File: src/rtl/rf_wb_arbiter.sv
// Write-side driver for the 32x32 register file: MEM/WB stage register, write-back mux,
// and a small queue of long-latency results that drain on cycles the pipeline leaves idle.
module rf_wb_arbiter #(
  parameter int DEPTH = 2,
  parameter int CW    = 2
) (
  input  logic          clk,
  input  logic          rst,
  input  logic          stall_i,
  input  logic          flush_i,
  input  logic          m_valid,
  input  logic          m_regwrite,
  input  logic [4:0]    m_dst,
  input  logic [1:0]    m_wdsel,
  input  logic [31:0]   m_alu,
  input  logic [31:0]   m_mem,
  input  logic [31:0]   m_pc4,
  input  logic          lu_valid,
  input  logic [4:0]    lu_dst,
  input  logic [31:0]   lu_data,
  output logic          lu_ready,
  output logic          rf_wr,
  output logic [4:0]    rf_a3,
  output logic [31:0]   rf_wd,
  output logic [31:0]   q_busy,
  output logic [CW-1:0] q_count
);

  localparam int PW = $clog2(DEPTH);
  localparam logic [CW:0] DEPTH_W = (CW+1)'(DEPTH);

  typedef enum logic [1:0] {
    WD_ALU = 2'b00,
    WD_MEM = 2'b01,
    WD_PC4 = 2'b10,
    WD_RSV = 2'b11
  } wdsel_e;

  // MEM/WB stage register
  logic        wb_valid_q, wb_regwrite_q, wb_done_q;
  logic [4:0]  wb_dst_q;
  wdsel_e      wb_wdsel_q;
  logic [31:0] wb_alu_q, wb_mem_q, wb_pc4_q;

  // Long-latency result queue
  logic [4:0]       q_dst_q  [DEPTH];
  logic [31:0]      q_data_q [DEPTH];
  logic [DEPTH-1:0] q_live_q;
  logic [PW-1:0]    rd_ptr_q, wr_ptr_q;
  logic [CW-1:0]    count_q, count_d;

  logic        pw, pop, store;
  logic [31:0] wb_wd;

  // A held instruction writes once; wb_done suppresses the repeats while stalled.
  assign pw       = wb_valid_q & wb_regwrite_q & (wb_dst_q != 5'd0) & ~wb_done_q;
  assign pop      = ~pw & (count_q != '0);
  assign lu_ready = {1'b0, count_q} < DEPTH_W;
  assign store    = lu_valid & lu_ready & (lu_dst != 5'd0);
  assign q_count  = count_q;

  // NOTE: sequential state uses non-blocking assignments so every register samples pre-edge values.
  always_ff @(posedge clk or posedge rst) begin
    if (rst) begin
      wb_valid_q    <= 1'b0;
      wb_regwrite_q <= 1'b0;
      wb_done_q     <= 1'b0;
      wb_dst_q      <= 5'd0;
      wb_wdsel_q    <= WD_ALU;
      wb_alu_q      <= '0;
      wb_mem_q      <= '0;
      wb_pc4_q      <= '0;
    end else if (flush_i) begin
      wb_valid_q <= 1'b0;
      wb_done_q  <= 1'b0;
    end else if (stall_i) begin
      if (pw) wb_done_q <= 1'b1;
    end else begin
      wb_valid_q    <= m_valid;
      wb_regwrite_q <= m_regwrite;
      wb_done_q     <= 1'b0;
      wb_dst_q      <= m_dst;
      wb_wdsel_q    <= wdsel_e'(m_wdsel);
      wb_alu_q      <= m_alu;
      wb_mem_q      <= m_mem;
      wb_pc4_q      <= m_pc4;
    end
  end

  // NOTE: every combinational output gets a default first so no path infers a latch.
  always_comb begin
    wb_wd = wb_alu_q;
    case (wb_wdsel_q)
      WD_MEM:  wb_wd = wb_mem_q;
      WD_PC4:  wb_wd = wb_pc4_q;
      default: wb_wd = wb_alu_q;
    endcase

    rf_wr = 1'b0;
    rf_a3 = 5'd0;
    rf_wd = 32'd0;
    if (pw) begin
      rf_wr = 1'b1;
      rf_a3 = wb_dst_q;
      rf_wd = wb_wd;
    end else if (pop && q_live_q[rd_ptr_q]) begin
      rf_wr = 1'b1;
      rf_a3 = q_dst_q[rd_ptr_q];
      rf_wd = q_data_q[rd_ptr_q];
    end
  end

  always_comb begin
    count_d = count_q;
    if (store && !pop)      count_d = count_q + CW'(1);
    else if (!store && pop) count_d = count_q - CW'(1);
  end

  // Only the live bits and pointers define occupancy, so only they need reset.
  always_ff @(posedge clk or posedge rst) begin
    if (rst) begin
      q_live_q <= '0;
      rd_ptr_q <= '0;
      wr_ptr_q <= '0;
      count_q  <= '0;
    end else begin
      // A pipeline write to r makes any older queued result for r stale.
      if (pw) begin
        for (int i = 0; i < DEPTH; i++) begin
          if (q_live_q[i] && (q_dst_q[i] == wb_dst_q)) q_live_q[i] <= 1'b0;
        end
      end
      if (pop) begin
        q_live_q[rd_ptr_q] <= 1'b0;
        rd_ptr_q           <= rd_ptr_q + PW'(1);
      end
      if (store) begin
        q_live_q[wr_ptr_q] <= 1'b1;
        wr_ptr_q           <= wr_ptr_q + PW'(1);
      end
      count_q <= count_d;
    end
  end

  // NOTE: queue payload storage is deliberately not reset; the live bits gate its use.
  always_ff @(posedge clk) begin
    if (store) begin
      q_dst_q[wr_ptr_q]  <= lu_dst;
      q_data_q[wr_ptr_q] <= lu_data;
    end
  end

  always_comb begin
    q_busy = '0;
    for (int i = 0; i < DEPTH; i++) begin
      if (q_live_q[i]) q_busy[q_dst_q[i]] = 1'b1;
    end
  end

endmodule

File: config.mk
export PLATFORM = sky130hd
export DESIGN_NAME = rf_wb_arbiter
export DESIGN_NICKNAME = d
export VERILOG_FILES = /design/src/rtl/rf_wb_arbiter.sv
export SDC_FILE = /design/constraint.sdc
export NUM_CORES = 1
export LEC_CHECK = 0
export ABC_CLOCK_PERIOD_IN_PS = 4050
export BUFFER_PORTS_ARGS = -buffer_cell sky130_fd_sc_hd__buf_4
export CORE_MARGIN = 2
export CORE_UTILIZATION = 35
export DETAILED_ROUTE_END_ITERATION = 7
export PLACE_DENSITY = 0.61
export SLEW_MARGIN = 10
export SYNTH_ARGS = -nofsm -noshare
export SYNTH_HDL_FRONTEND = slang
export SYNTH_SLANG_ARGS = --single-unit
File: constraint.sdc
create_clock -name clk -period 4.05 [get_ports clk]
set_clock_uncertainty 0.05 [all_clocks]
set_input_delay 0.405 -clock clk [delete_from_list [all_inputs] [get_ports clk]]
set_output_delay 0.405 -clock clk [all_outputs]
set_load 0.05 [all_outputs]
# == Word level (Yosys, flattened, before mapping) ==
# Memory sizes are Yosys's and may differ from the RTL's.
# Cells that the tools add are included.
# classes
addsub,4
magnitude_cmp,9
eq_ne,6
mux,33
bitwise,14
n_reduce_logical,16
# op_table
cell,n
32-bit two-way mux,4
32-bit one-hot mux with 2 select lines,1
32-bit bitwise OR,1
1-bit two-way mux,17
"5-bit by 6-bit < comparator with 1-bit output, second input constant",2
1-bit demux with 5-bit select,2
5-bit == test,2
"5-bit by 1-bit greater-or-equal comparator with 1-bit output, second input constant",2
2-bit two-way mux,5
5-bit two-way mux,2
5-bit nonzero test,2
1-bit logical AND,9
1-bit bitwise AND,6
"1-bit by 2-bit < comparator with 1-bit output, second input constant",2
1-bit NOT,4
2-bit nonzero test,2
"3-bit by 1-bit inequality test with 1-bit output, second input constant",1
"1-bit adder, second input constant",2
"2-bit by 1-bit adder with 2-bit output, second input constant",1
2-bit bitwise AND,1
1-bit demux with 1-bit select,2
"2-bit by 1-bit == test with 1-bit output, second input constant",1
"2-bit == test, second input constant",1
"1-bit greater-or-equal comparator, second input constant",2
7 further kinds,8
# word_totals
register_bits,112
ram_bits,74
in_bits,147
out_inout_bits,73
mem_count,2
# memory_table
memory,depth,word_bits,read_ports,rd_clocked_by_memory_dff,write_ports,line,source
q_data_q,2,32,1,0,1,47,logic [31:0] q_data_q [DEPTH];
q_dst_q,2,5,3,0,1,46,logic [4:0] q_dst_q [DEPTH];

# == Longest topological paths before layout ==
# logic_depth
ltp_word,9
depth_mapped,8
depth_no_buf,7

# == Worst setup path before layout ==
# Ideal clock, no wire load.
# synth_path
kind,reg2reg
start,register count_q[1] (netlist: q_count[1])
end,memory q_data_q[0][0] (enable)
setup_ns,0.437
t_arrival_ns,3.039
slack_ns,0.524
stages_incl_launch_ff,4
n_path_buf,0
period_less_slack_ns,3.526
cell_sequence,dfrtp_1 inv_1 o311a_1 nor2b_1
# synth_between
elab_chain_len,5
# synth_rtl
element,line,source
start: declaration,50,"logic [CW-1:0] count_q, count_d;"
start signal: assignment,141,count_q <= count_d;
2-bit < comparator,58,"assign lu_ready = {1'b0, count_q} < DEPTH_W;"
net lu_ready,21,"output logic lu_ready,"
1-bit bitwise AND (2 in a row),59,assign store = lu_valid & lu_ready & (lu_dst != 5'd0);
1-bit two-way mux,147,if (store) begin
1-bit two-way mux (implied by the code),149,q_data_q[wr_ptr_q] <= lu_data;
end: declaration,47,
# The timed path passes the listed nets, and every way through them passes these cells.

# == Final worst setup path ==
# layout_path
start,register wb_dst_q[1]
end,output rf_a3[1]
# layout_between
elab_chain_len,8
# layout_rtl
element,line,source
start: declaration,41,logic [4:0] wb_dst_q;
start signal: assignment,82,wb_dst_q <= m_dst;
5-bit nonzero test,56,assign pw = wb_valid_q & wb_regwrite_q & (wb_dst_q != 5'd0) & ~wb_done_q;
1-bit bitwise AND (2 in a row),56,
1-bit NOT,57,assign pop = ~pw & (count_q != '0);
1-bit bitwise AND,57,
1-bit logical AND,106,end else if (pop && q_live_q[rd_ptr_q]) begin
5-bit two-way mux,106,
5-bit two-way mux *,102,if (pw) begin
end: declaration,23,"output logic [4:0] rf_a3,"
# Every way passes the cells marked *; elsewhere a longest branch is shown, timed or not.

==> flow_metrics.tcl <==
set metrics [dict create \
    ys.flop_type "dfrtp_1" \
    synth-seq-cells 186 \
    synth_top_area_share_pct 33.1 \
    status "finished, final reports clean" \
    critical_path_arrival_ns 3.27 \
    ys_types 37 \
    area_growth_pct 29.9 \
    fillers 2201 \
    num_io_pins 220 \
    regArea_um2 5030 \
    p_sw_uw 2560 \
    nNetsFinal 972 \
    via_per_inst 5.17 \
    pwr-share-clk_pct 24.3 \
    clkSinkCount 186 \
    antenna_found_initial 0 \
    r2r_slack_ns 1.45 \
    wl_um 22900 \
    cts.reportedPaths.clkPinSlew_ns 0.07 \
    cts_max_level 4 \
    yosysMostFrequentCell "dfrtp_1" \
    hold_end "q_data_q[0][24]" \
    route.detailed.drc 0 \
    synth-edff-count 74 \
    synthTopCellsByArea "dfrtp_1 (33%), edfxtp_1 (26%), mux2_2 (14%), mux2i_1 (4.6%), o22ai_2 (4.4%)" \
    grt_pass1_vias 6090 \
    drive_gt1_share_pct 48.9 \
    post-cts-setup-buffers 0 \
    clock-root-buffer "clkbuf_16" \
    cap_violations 0 \
    internal_power_uw 4070 \
    insertion_delay_ns 0.42 \
    cp-end-kind "output port" \
    yosysSeqAreaShare_pct 59.4 \
    r2r_start "wb_dst_q[1]" \
    cts_inserted_buffers 17 \
    final_core_util_pct 46.5 \
    min_path_type "in2reg" \
    dr_total_vias 5970 \
    grtUsageMet3_pct 4.85 \
    dieWidth_um 159 \
    ir_drop_v 0.000343 \
    cp_slowest_stage_delay_ns 0.98 \
    syn_nets 770 \
    yosysWarnings 0 \
    track_usage_pct 18.1 \
    place_area_um2 10400 \
    fin_area_um2 11000 \
    fmax_mhz 269 \
    power.leakage_uw 0.00450 \
    core_area_um2 23600 \
    ctsHoldBuffers 0 \
    drtAntennaViolNets 0 \
    async_flop_share_pct 60.2 \
    use_met1_pct 23.8 \
    start_util_pct 35.8 \
    grt.overflow.total 0 \
    rsz0062_at_grt "no" \
    synth_area_per_cell_um2 13.6 \
    grt_pass1_wl_um 35500 \
    num_antenna_cells 0 \
    die-area_um2 25400 \
    cts_tree "built" \
    drv_slew 0 \
    finalHoldViolations 0 \
    setup_viol 0 \
    worstPathRequired_ns 3.60 \
    fin_tns_setup_ns 0 \
    grt_use_met2_pct 29.2 \
    start_kind "flop" \
    seq_power_share_pct 37.5 \
    portBuffers 219 \
    synth_cells 620 \
    rows 56 \
    power.density_nw_per_um2 604 \
    r2r_end "q_count[1]" \
    avgRoutedWirePerCell_um 19.9 \
    path_max_fanout 37 \
    period_needed_ns 3.72 \
    drtIter0Drc 398 \
    die_h_um 159 \
    ctsResizeCount 0 \
    gp_congestion 0.810 \
    hpwl_um 16000 \
    rr_worst_depth 7 \
    comb_power_share_pct 38.2 \
    grt_max_degree 107 \
    yosys.area.top_type "dfrtp_1" \
    synth_top_cells_by_count "dfrtp_1 (112), mux2_2 (102), edfxtp_1 (74), mux2i_1 (39), nor2_1 (39)" \
    path_class "reg2out" \
    drt_pass1_iterations 5 \
    swShare_pct 38.6 \
    hp-start "lu_data[24]" \
    max-slew-margin-rel_pct 22.0 \
    min_path_cells 1 \
    tightest_slew_ns 1.17 \
    syn_area_um2 8460 \
    multi_input_comb_area_um2 3240 \
    cp_slowest_cell "or3_2" \
    crit_chain "or4_4 > o21a_1 > or3_2 > o21ai_0 > buf_4" \
    clockBufferDepth 2 \
    busiest_layer "met2" \
    period_share_pct 91.9 \
]
metal layers:
| layer | share of wire, % | routed length [µm] |
|---|---|---|
| met5 | 0 | 0 |
| met1 | 44 | 10000 |
| met2 | 49 | 11200 |
| met4 | 1.7 | 388 |
| met3 | 5.8 | 1340 |
metrics by stage:
stage | worst slack, ns | instances | total power, µW | hold WS (ns)
CTS | 0.340 | 1154 | 6710 | 0.0909
global route | 0.188 | 1154 | 6970 | 0.0841
global placement | 0.874 | 1122 | 5070 | 0.438
floorplan | 0.524 | 620 | 4330 | 0.405
finish | 0.326 | 1154 | 6640 | 0.115
detailed placement | 0.805 | 1122 | 5090 | 0.446
power by group through the flow:
stage | combinational (µW) | clock (µW) | sequential, µW
3_5_place_dp | 2560 | 0 | 2530
5_1_grt | 2690 | 1750 | 2530
3_3_place_gp | 2560 | 0 | 2510
4_1_cts | 2570 | 1660 | 2490
2_1_floorplan | 1830 | 0 | 2490
6_report | 2540 | 1610 | 2490
cell usage in the layout (no fill, tap or decap), drive strengths merged:
| master | netlist | layout |
|---|---|---|
| buf | 10 | 229 |
| dfrtp | 112 | 112 |
| mux2 | 102 | 102 |
| edfxtp | 74 | 74 |
| o22ai | 64 | 64 |
| mux2i | 39 | 39 |
| nor2 | 39 | 39 |
| a22oi | 32 | 32 |
| a21oi | 32 | 32 |
| clkbuf | 36 | 20 |
| inv | 4 | 12 |
| nand3b | 11 | 11 |
| o21ai | 10 | 10 |
| nand2 | 9 | 9 |
| xnor2 | 8 | 8 |
| xor2 | 7 | 7 |
| or3b | 6 | 6 |
| nand3 | 5 | 5 |
| or3 | 4 | 4 |
| ha | 3 | 3 |
| clkinvlp | 0 | 2 |
| clkinv | 0 | 2 |
| or4 | 1 | 1 |
| and3b | 1 | 1 |
| o311a | 1 | 1 |
| o21a | 1 | 1 |
| nor4 | 1 | 1 |
| o31ai | 1 | 1 |
| nor2b | 1 | 1 |
| o21bai | 1 | 1 |
| nor3 | 1 | 1 |
| nand4 | 1 | 1 |
| and2 | 1 | 1 |
| a31o | 1 | 1 |
| nor3b | 1 | 1 |
area by class of cell:
| type | instances | share of cell area [%] |
|---|---|---|
| clock buffer | 20 | 4.26 |
| clock inverter | 12 | 0.945 |
| inverter | 4 | 0.159 |
| multi-input combinational | 384 | 29.5 |
| sequential | 186 | 45.7 |
| tap | 319 | 3.63 |
| timing repair buffer | 229 | 15.8 |
critical path, delay by kind of cell, from the launching register on:
kind | cells | cell delay, ns
simple gates | 2 | 1.56
flops | 1 | 0.43
buf+inv | 1 | 0.25
compound gates | 2 | 0.61
registers in the layout, summed over array words and instances (netlist names):
signal / flops
wb_mem_q: 32
wb_pc4_q: 32
wr_ptr_q: 1
wb_done_q: 1
q_live_q: 2
q_data_q: 64
wb_valid_q: 1
q_dst_q: 10
wb_alu_q: 32
wb_dst_q: 5
wb_regwrite_q: 1
rd_ptr_q: 1
q_count: 2
wb_wdsel_q: 2
worst max-delay path by stage:
stage | to | from | slack (ns)
3_5_place_dp | rf_a3[1] | wb_dst_q[1] | 0.80
4_1_cts | rf_a3[1] | wb_dst_q[1] | 0.34
3_3_place_gp | rf_a3[1] | wb_dst_q[1] | 0.87
6_report | rf_a3[1] | wb_dst_q[1] | 0.33
5_1_grt | rf_a3[1] | wb_dst_q[2] | 0.19
2_1_floorplan | q_data_q[0][0] | q_count[1] | 0.52
cell families after synthesis:
family,Yosys count,share of synthesized area [%]
and+or+nand+nor,82,5.00
muxes,141,18.2
xor gates and xnor gates,15,1.55
DFF,186,59.4
AOI/OAI and AO/OA,143,12.8
adders and majority gates,3,0.444
buffers and inverters,50,2.62
(Power assumes the default switching activity.)
